**config.mk**
```make
export PLATFORM = sky130hd
export DESIGN_NAME = ni_param
export DESIGN_NICKNAME = d
export VERILOG_FILES = /design/src/rtl/ni_pkg.sv /design/src/rtl/ni_sync_fifo.sv /design/src/rtl/ni_param.sv
export SDC_FILE = /design/constraint.sdc
export NUM_CORES = 1
export LEC_CHECK = 0
export CAP_MARGIN = 20
export CORE_ASPECT_RATIO = 1.25
export CORE_MARGIN = 3
export CORE_UTILIZATION = 30
export CTS_CLUSTER_DIAMETER = 30
export DETAILED_ROUTE_END_ITERATION = 12
export DONT_BUFFER_PORTS = 1
export PLACE_DENSITY = 0.44
export SYNTH_ARGS = -nofsm -noshare
export SYNTH_HDL_FRONTEND = slang
export SYNTH_SLANG_ARGS = --single-unit
```
**constraint.sdc**
```tcl
create_clock -name clk -period 6.05 [get_ports clk]
set_input_delay 1.5125 -clock clk [delete_from_list [all_inputs] [get_ports clk]]
set_output_delay 1.5125 -clock clk [all_outputs]
set_load 0.03 [all_outputs]
```
**src/rtl/ni_pkg.sv**
```systemverilog
// ni_pkg: default address-map constants and GPU-ID/routing-address helpers
// shared by the network interface, the leaf router and the testbench.
package ni_pkg;

  localparam int NI_MAX_GPU     = 32;
  localparam int NI_ADDR_OFFSET = 3;

  function automatic int id_to_addr(input int id, input int offset);
    return id + offset;
  endfunction

  function automatic int addr_to_id(input int addr, input int offset);
    return addr - offset;
  endfunction

  function automatic bit id_valid(input int id, input int max_gpu);
    return (id >= 1) && (id <= max_gpu);
  endfunction

endpackage

```
**src/rtl/ni_sync_fifo.sv**
```systemverilog
// ni_sync_fifo: first-word-fall-through synchronous FIFO with occupancy count;
// a push while full is refused even if a pop happens in the same cycle.
module ni_sync_fifo #(
  parameter int W     = 16,
  parameter int DEPTH = 8
) (
  input  logic         clk,
  input  logic         reset,
  input  logic         push_i,
  input  logic [W-1:0] data_i,
  input  logic         pop_i,
  output logic [W-1:0] data_o,
  output logic         full_o,
  output logic         empty_o
);

  localparam int AW = $clog2(DEPTH);

  logic [AW-1:0] wr_q, rd_q;
  logic [AW:0]   cnt_q;
  logic [W-1:0]  mem_q [DEPTH];
  logic          do_push, do_pop;

  // flags and head-of-queue read straight from registered state
  always_comb begin
    full_o  = cnt_q == (AW+1)'(DEPTH);
    empty_o = cnt_q == '0;
    do_push = push_i && !full_o;
    do_pop  = pop_i && !empty_o;
    data_o  = mem_q[rd_q];
  end

  // pointers wrap naturally; simultaneous push and pop keep the count
  always_ff @(posedge clk or posedge reset) begin
    if (reset) begin
      wr_q  <= '0;
      rd_q  <= '0;
      cnt_q <= '0;
    end else begin
      wr_q  <= wr_q + AW'(do_push);
      rd_q  <= rd_q + AW'(do_pop);
      cnt_q <= cnt_q + (AW+1)'(do_push) - (AW+1)'(do_pop);
    end
  end

  // storage is not reset; stale entries are never visible while empty
  always_ff @(posedge clk) begin
    if (do_push) mem_q[wr_q] <= data_i;
  end

endmodule

```
**src/rtl/ni_param.sv**
```systemverilog
// ni_param: GPU-to-NoC network interface. Egress maps the GPU destination ID
// to a routing address, ingress filters on this NI's own address and restores
// the GPU ID; one FWFT FIFO per direction and a saturating drop counter.
// Optional NI_LOOPBACK_EN: self-addressed egress flits skip the router and go
// straight into the ingress FIFO, router pushes taking priority.
module ni_param
  import ni_pkg::*;
#(
  parameter int GPU_ID      = 1,
  parameter int DATA_W      = 16,
  parameter int ID_W        = 6,
  parameter int MAX_GPU     = NI_MAX_GPU,
  parameter int ADDR_OFFSET = NI_ADDR_OFFSET,
  parameter int FIFO_DEPTH  = 8,
  parameter int CNT_W       = 8
) (
  input  logic              clk,
  input  logic              reset,
  input  logic [DATA_W-1:0] gpu_data_in,
  input  logic              gpu_valid_in,
  output logic              gpu_ready_out,
  output logic [DATA_W-1:0] gpu_data_out,
  output logic              gpu_valid_out,
  input  logic              gpu_ready_in,
  output logic [DATA_W-1:0] router_data_out,
  output logic              router_valid_out,
  input  logic              router_ready_in,
  input  logic [DATA_W-1:0] router_data_in,
  input  logic              router_valid_in,
  output logic              router_ready_out,
  output logic [CNT_W-1:0]  drop_count
);

  localparam int PW = DATA_W - ID_W;

  logic [ID_W-1:0]   e_id, r_addr;
  logic              e_ok, e_self, e_fire, e_push, e_drop, lb_push;
  logic              r_match, r_fire, r_push, r_drop;
  logic              eg_full, eg_empty, in_full, in_empty, in_push;
  logic [DATA_W-1:0] eg_din, eg_dout, in_din, in_dout;
  logic [CNT_W:0]    drop_sum;
  logic [CNT_W-1:0]  drop_q, drop_d;

  // handshakes, address translation, loopback steering and drop detection
  always_comb begin
    e_id     = gpu_data_in[DATA_W-1 -: ID_W];
    r_addr   = router_data_in[DATA_W-1 -: ID_W];
    e_ok     = id_valid(int'(e_id), MAX_GPU);
    r_match  = int'(r_addr) == id_to_addr(GPU_ID, ADDR_OFFSET);
    router_ready_out = !in_full;
    r_fire   = router_valid_in && router_ready_out;
    r_push   = r_fire && r_match;
    r_drop   = r_fire && !r_match;
`ifdef NI_LOOPBACK_EN
    e_self        = int'(e_id) == GPU_ID;
    gpu_ready_out = e_self ? (!in_full && !r_push) : !eg_full;
`else
    e_self        = 1'b0;
    gpu_ready_out = !eg_full;
`endif
    e_fire   = gpu_valid_in && gpu_ready_out;
    lb_push  = e_fire && e_self;
    e_push   = e_fire && e_ok && !e_self;
    e_drop   = e_fire && !e_ok;
    eg_din   = {ID_W'(id_to_addr(int'(e_id), ADDR_OFFSET)), gpu_data_in[PW-1:0]};
    in_push  = r_push || lb_push;
    in_din   = r_push ? {ID_W'(addr_to_id(int'(r_addr), ADDR_OFFSET)), router_data_in[PW-1:0]}
                      : gpu_data_in;
    router_valid_out = !eg_empty;
    gpu_valid_out    = !in_empty;
    router_data_out  = router_valid_out ? eg_dout : '0;
    gpu_data_out     = gpu_valid_out ? in_dout : '0;
    drop_sum = {1'b0, drop_q} + (CNT_W+1)'(e_drop) + (CNT_W+1)'(r_drop);
    drop_d   = drop_sum[CNT_W] ? '1 : drop_sum[CNT_W-1:0];
    drop_count = drop_q;
  end

  // drop counter accumulates both directions and sticks at all-ones
  always_ff @(posedge clk or posedge reset) begin
    if (reset) drop_q <= '0;
    else       drop_q <= drop_d;
  end

  ni_sync_fifo #(.W(DATA_W), .DEPTH(FIFO_DEPTH)) u_egress (
    .clk     (clk),
    .reset   (reset),
    .push_i  (e_push),
    .data_i  (eg_din),
    .pop_i   (router_ready_in),
    .data_o  (eg_dout),
    .full_o  (eg_full),
    .empty_o (eg_empty)
  );

  ni_sync_fifo #(.W(DATA_W), .DEPTH(FIFO_DEPTH)) u_ingress (
    .clk     (clk),
    .reset   (reset),
    .push_i  (in_push),
    .data_i  (in_din),
    .pop_i   (gpu_ready_in),
    .data_o  (in_dout),
    .full_o  (in_full),
    .empty_o (in_empty)
  );

endmodule

```
==> flow_metrics.env <==
export IMPL_cts_root_buf="clkbuf_16"
export IMPL_drt_total_wl_um=26400
export IMPL_max_freq_mhz=232
export IMPL_layout_cells_non_filler=1148
export IMPL_overflow=0
export IMPL_drive_gt1_share_pct=30.5
export IMPL_fin_tns_setup_ns=0
export IMPL_startpoint="u_ingress.rd_q[0]$_DFF_PP0_"
export IMPL_syn_area_per_cell_um2=20.2
export IMPL_grt_max_degree=34
export IMPL_path_max_fanout=21
export IMPL_antenna_found_initial=3
export IMPL_max_slew_worst_pin_slew_ns=1.05
export IMPL_yosys_warnings=0
export IMPL_start_kind="flip-flop"
export IMPL_core_area_um2=37700
export IMPL_first_pass_iters=4
export IMPL_wl_per_cell_um=23.0
export IMPL_r2r_cells=11
export IMPL_p_leak_nw=4.77
export IMPL_cts_tree="yes"
export IMPL_antenna_left=0
export IMPL_cp_slowest_stage_delay_ns=0.86
export IMPL_synth_edf_count=256
export IMPL_dp_cells=1052
export IMPL_endpoint_kind="primary output"
export IMPL_fp_row_count=79
export IMPL_drc=0
export IMPL_syn_num_nets=638
export IMPL_start_util_pct=30.7
export IMPL_fp_dieW_um=182
export IMPL_cts_hold_buf=0
export IMPL_finalPower_mw=7.09
export IMPL_holdPathEnd="u_egress.rd_q[2]$_DFF_PP0_"
export IMPL_htreeDepth=2
export IMPL_gp_congestion=0.711
export IMPL_syn2layout_area_growth_pct=20.9
export IMPL_min_delay_path_depth=1
export IMPL_synthTopCellsByCount="256 x edfxtp_1, 64 x mux4_2, 32 x a22o_1"
export IMPL_max_cap_viol_count=0
export IMPL_async_flop_share_pct=9.86
export IMPL_fin_crit_ns=4.31
export IMPL_synth_most_common_cell="edfxtp_1"
export IMPL_cts_setup_buffers=0
export IMPL_ys_seq_area_share_pct=72.6
export IMPL_yosysUniqueCellTypes=45
export IMPL_cts_sinks=284
export IMPL_clock_path_buffers=3
export IMPL_cts_resized_gates=0
export IMPL_slew_headroom_pct=30.0
export IMPL_synth_ff_type="edfxtp_1"
export IMPL_syn_area_um2=11600
export IMPL_synth_seq_cells=284
export IMPL_cp_top_family="flip-flops"
export IMPL_hold_viol=0
export IMPL_post_route_period_util_pct=71.2
export IMPL_synth_top_area_share_pct=66.5
export IMPL_hold_path_class="reg2reg"
export IMPL_final_nets=686
export IMPL_port_buffers=0
export IMPL_critical_path_buf_inv_count=1
export IMPL_numCtsBuffers=51
export IMPL_fin_skew_ns=0.0174
export IMPL_grtUsageTotal_pct=13.0
export IMPL_worstPathArrival_ns=2.80
export IMPL_ys_top_cells_by_area="edfxtp_1 66%, mux4_2 12%, dfrtp_1 6.1%, ha_1 2.8%, a22o_1 2.4%"
export IMPL_dpl_hpwl_um=16800
export IMPL_critical_path_class="reg2out"
export IMPL_cp_slowest_cell="dfrtp_2"
export IMPL_status="finished, final reports clean"
export IMPL_power_density_nw_per_um2=507
export IMPL_drtIter0Drc=340
export IMPL_die_area_um2=40900
export IMPL_grt_pass1_wl_um=39600
export IMPL_r2r_end="drop_count[5]$_DFF_PP0_"
export IMPL_rsz0062_at_grt="false"
export IMPL_crit_required_ns=4.54
export IMPL_min_from="u_egress.rd_q[2]$_DFF_PP0_"
export IMPL_grt_pass1_vias=6266
export IMPL_path_clk_slew_ns=0.05
export IMPL_finalMaxSlewViolations=0
export IMPL_r2r_start="u_egress.cnt_q[2]$_DFF_PP0_"
export IMPL_synth_area_leader_cell="edfxtp_1"
export IMPL_via_per_inst=4.82
export IMPL_synth_cells=571
export IMPL_cp_cell_sequence="buf_4 -> mux4_2 -> a22o_1"
export IMPL_dieHeight_um=225
export IMPL_ir_drop_uv=265
export IMPL_clock_latency_ns=0.55
export IMPL_reg2reg_slack_ns=2.99
export IMPL_setup_violations=0
export IMPL_num_vias=5534
export IMPL_ioPinCount=82
## layout make-up
| cell class | count | area [um^2] |
|---|---|---|
| tap | 486 | 608 |
| multi-input combinational | 234 | 3040 |
| clock inverter | 36 | 332 |
| clock buffer | 58 | 1320 |
| antenna | 2 | 5.00 |
| fill | 3403 | 23700 |
| inverter | 29 | 109 |
| timing repair buffer | 19 | 163 |
| sequential | 284 | 8390 |
## flip-flops by register name, indices dropped and copies added (netlist names)
register,count
u_ingress.cnt_q,4
u_ingress.mem_q,128
u_egress.mem_q,128
u_egress.wr_q,3
drop_count,8
u_egress.cnt_q,4
u_egress.rd_q,3
u_ingress.wr_q,3
u_ingress.rd_q,3
## kinds of logic (layout without fill, tap and decap cells)
group	Yosys count	in the layout	synth area share, %
other	0	2	0
buffers and inverters	53	142	2.23
and+or+nand+nor	67	67	3.77
xor gates and xnor gates	15	15	1.14
adders and majority gates	29	29	3.33
muxes	79	79	13.9
DFF	284	284	72.6
AOI/OAI and AO/OA	44	44	3.08
## stage by stage
step                      setup slack [ns]  utilization [%]  hold slack [ns]  instance area [um^2]
final                                 1.74             37.1            0.506                 14000
after detailed placement              1.67             32.7            0.504                 12300
after floorplan                       1.61                -            0.456                 11600
after global placement                1.81             32.6            0.491                 12300
after CTS                             1.62             37.1            0.514                 14000
after global routing                  1.55             37.1            0.534                 14000
## cell usage in the layout, fill, tap and decap left out, types with 6 or more instances in the layout
| cell | count |
|---|---|
| inv_6 | 11 |
| clkbuf_1 | 6 |
| dfrtp_1 | 24 |
| mux2_2 | 6 |
| xor2_1 | 9 |
| inv_1 | 29 |
| buf_4 | 18 |
| clkbuf_16 | 52 |
| edfxtp_1 | 256 |
| ha_1 | 26 |
| mux4_2 | 64 |
| a22o_1 | 32 |
| nand2_1 | 10 |
| xnor2_1 | 6 |
| nor4_2 | 10 |
| mux2_1 | 6 |
| clkinv_1 | 6 |
## per-layer routing
layer	routed length [um]	vias to the layer above	global-route usage (%)
met5	0	-	0
met4	975	0	5.90
met3	1410	64	3.16
met2	14200	129	23.5
met1	9740	2899	14.6
li1	-	2442	-
## where the power goes
group / total (mW) / internal, mW / leakage [nW] / switching, mW
clock: 2.69 / 1.72 / 0.797 / 0.969
combinational: 1.74 / 0.705 / 1.34 / 1.04
sequential: 2.66 / 2.31 / 2.64 / 0.346
## worst max-delay path by stage
stage / end / cells after the start / slack [ns]
after floorplan: u_ingress.mem_q[4][0]$_DFFE_PP_ / 6 / 1.61
after global placement: drop_count[1]$_DFF_PP0_ / 10 / 1.81
after detailed placement: drop_count[0]$_DFF_PP0_ / 10 / 1.67
after CTS: gpu_data_out[8] / 3 / 1.62
after global routing: gpu_data_out[3] / 3 / 1.55
final: gpu_data_out[8] / 3 / 1.74
Power figures use the tool's default switching activity.
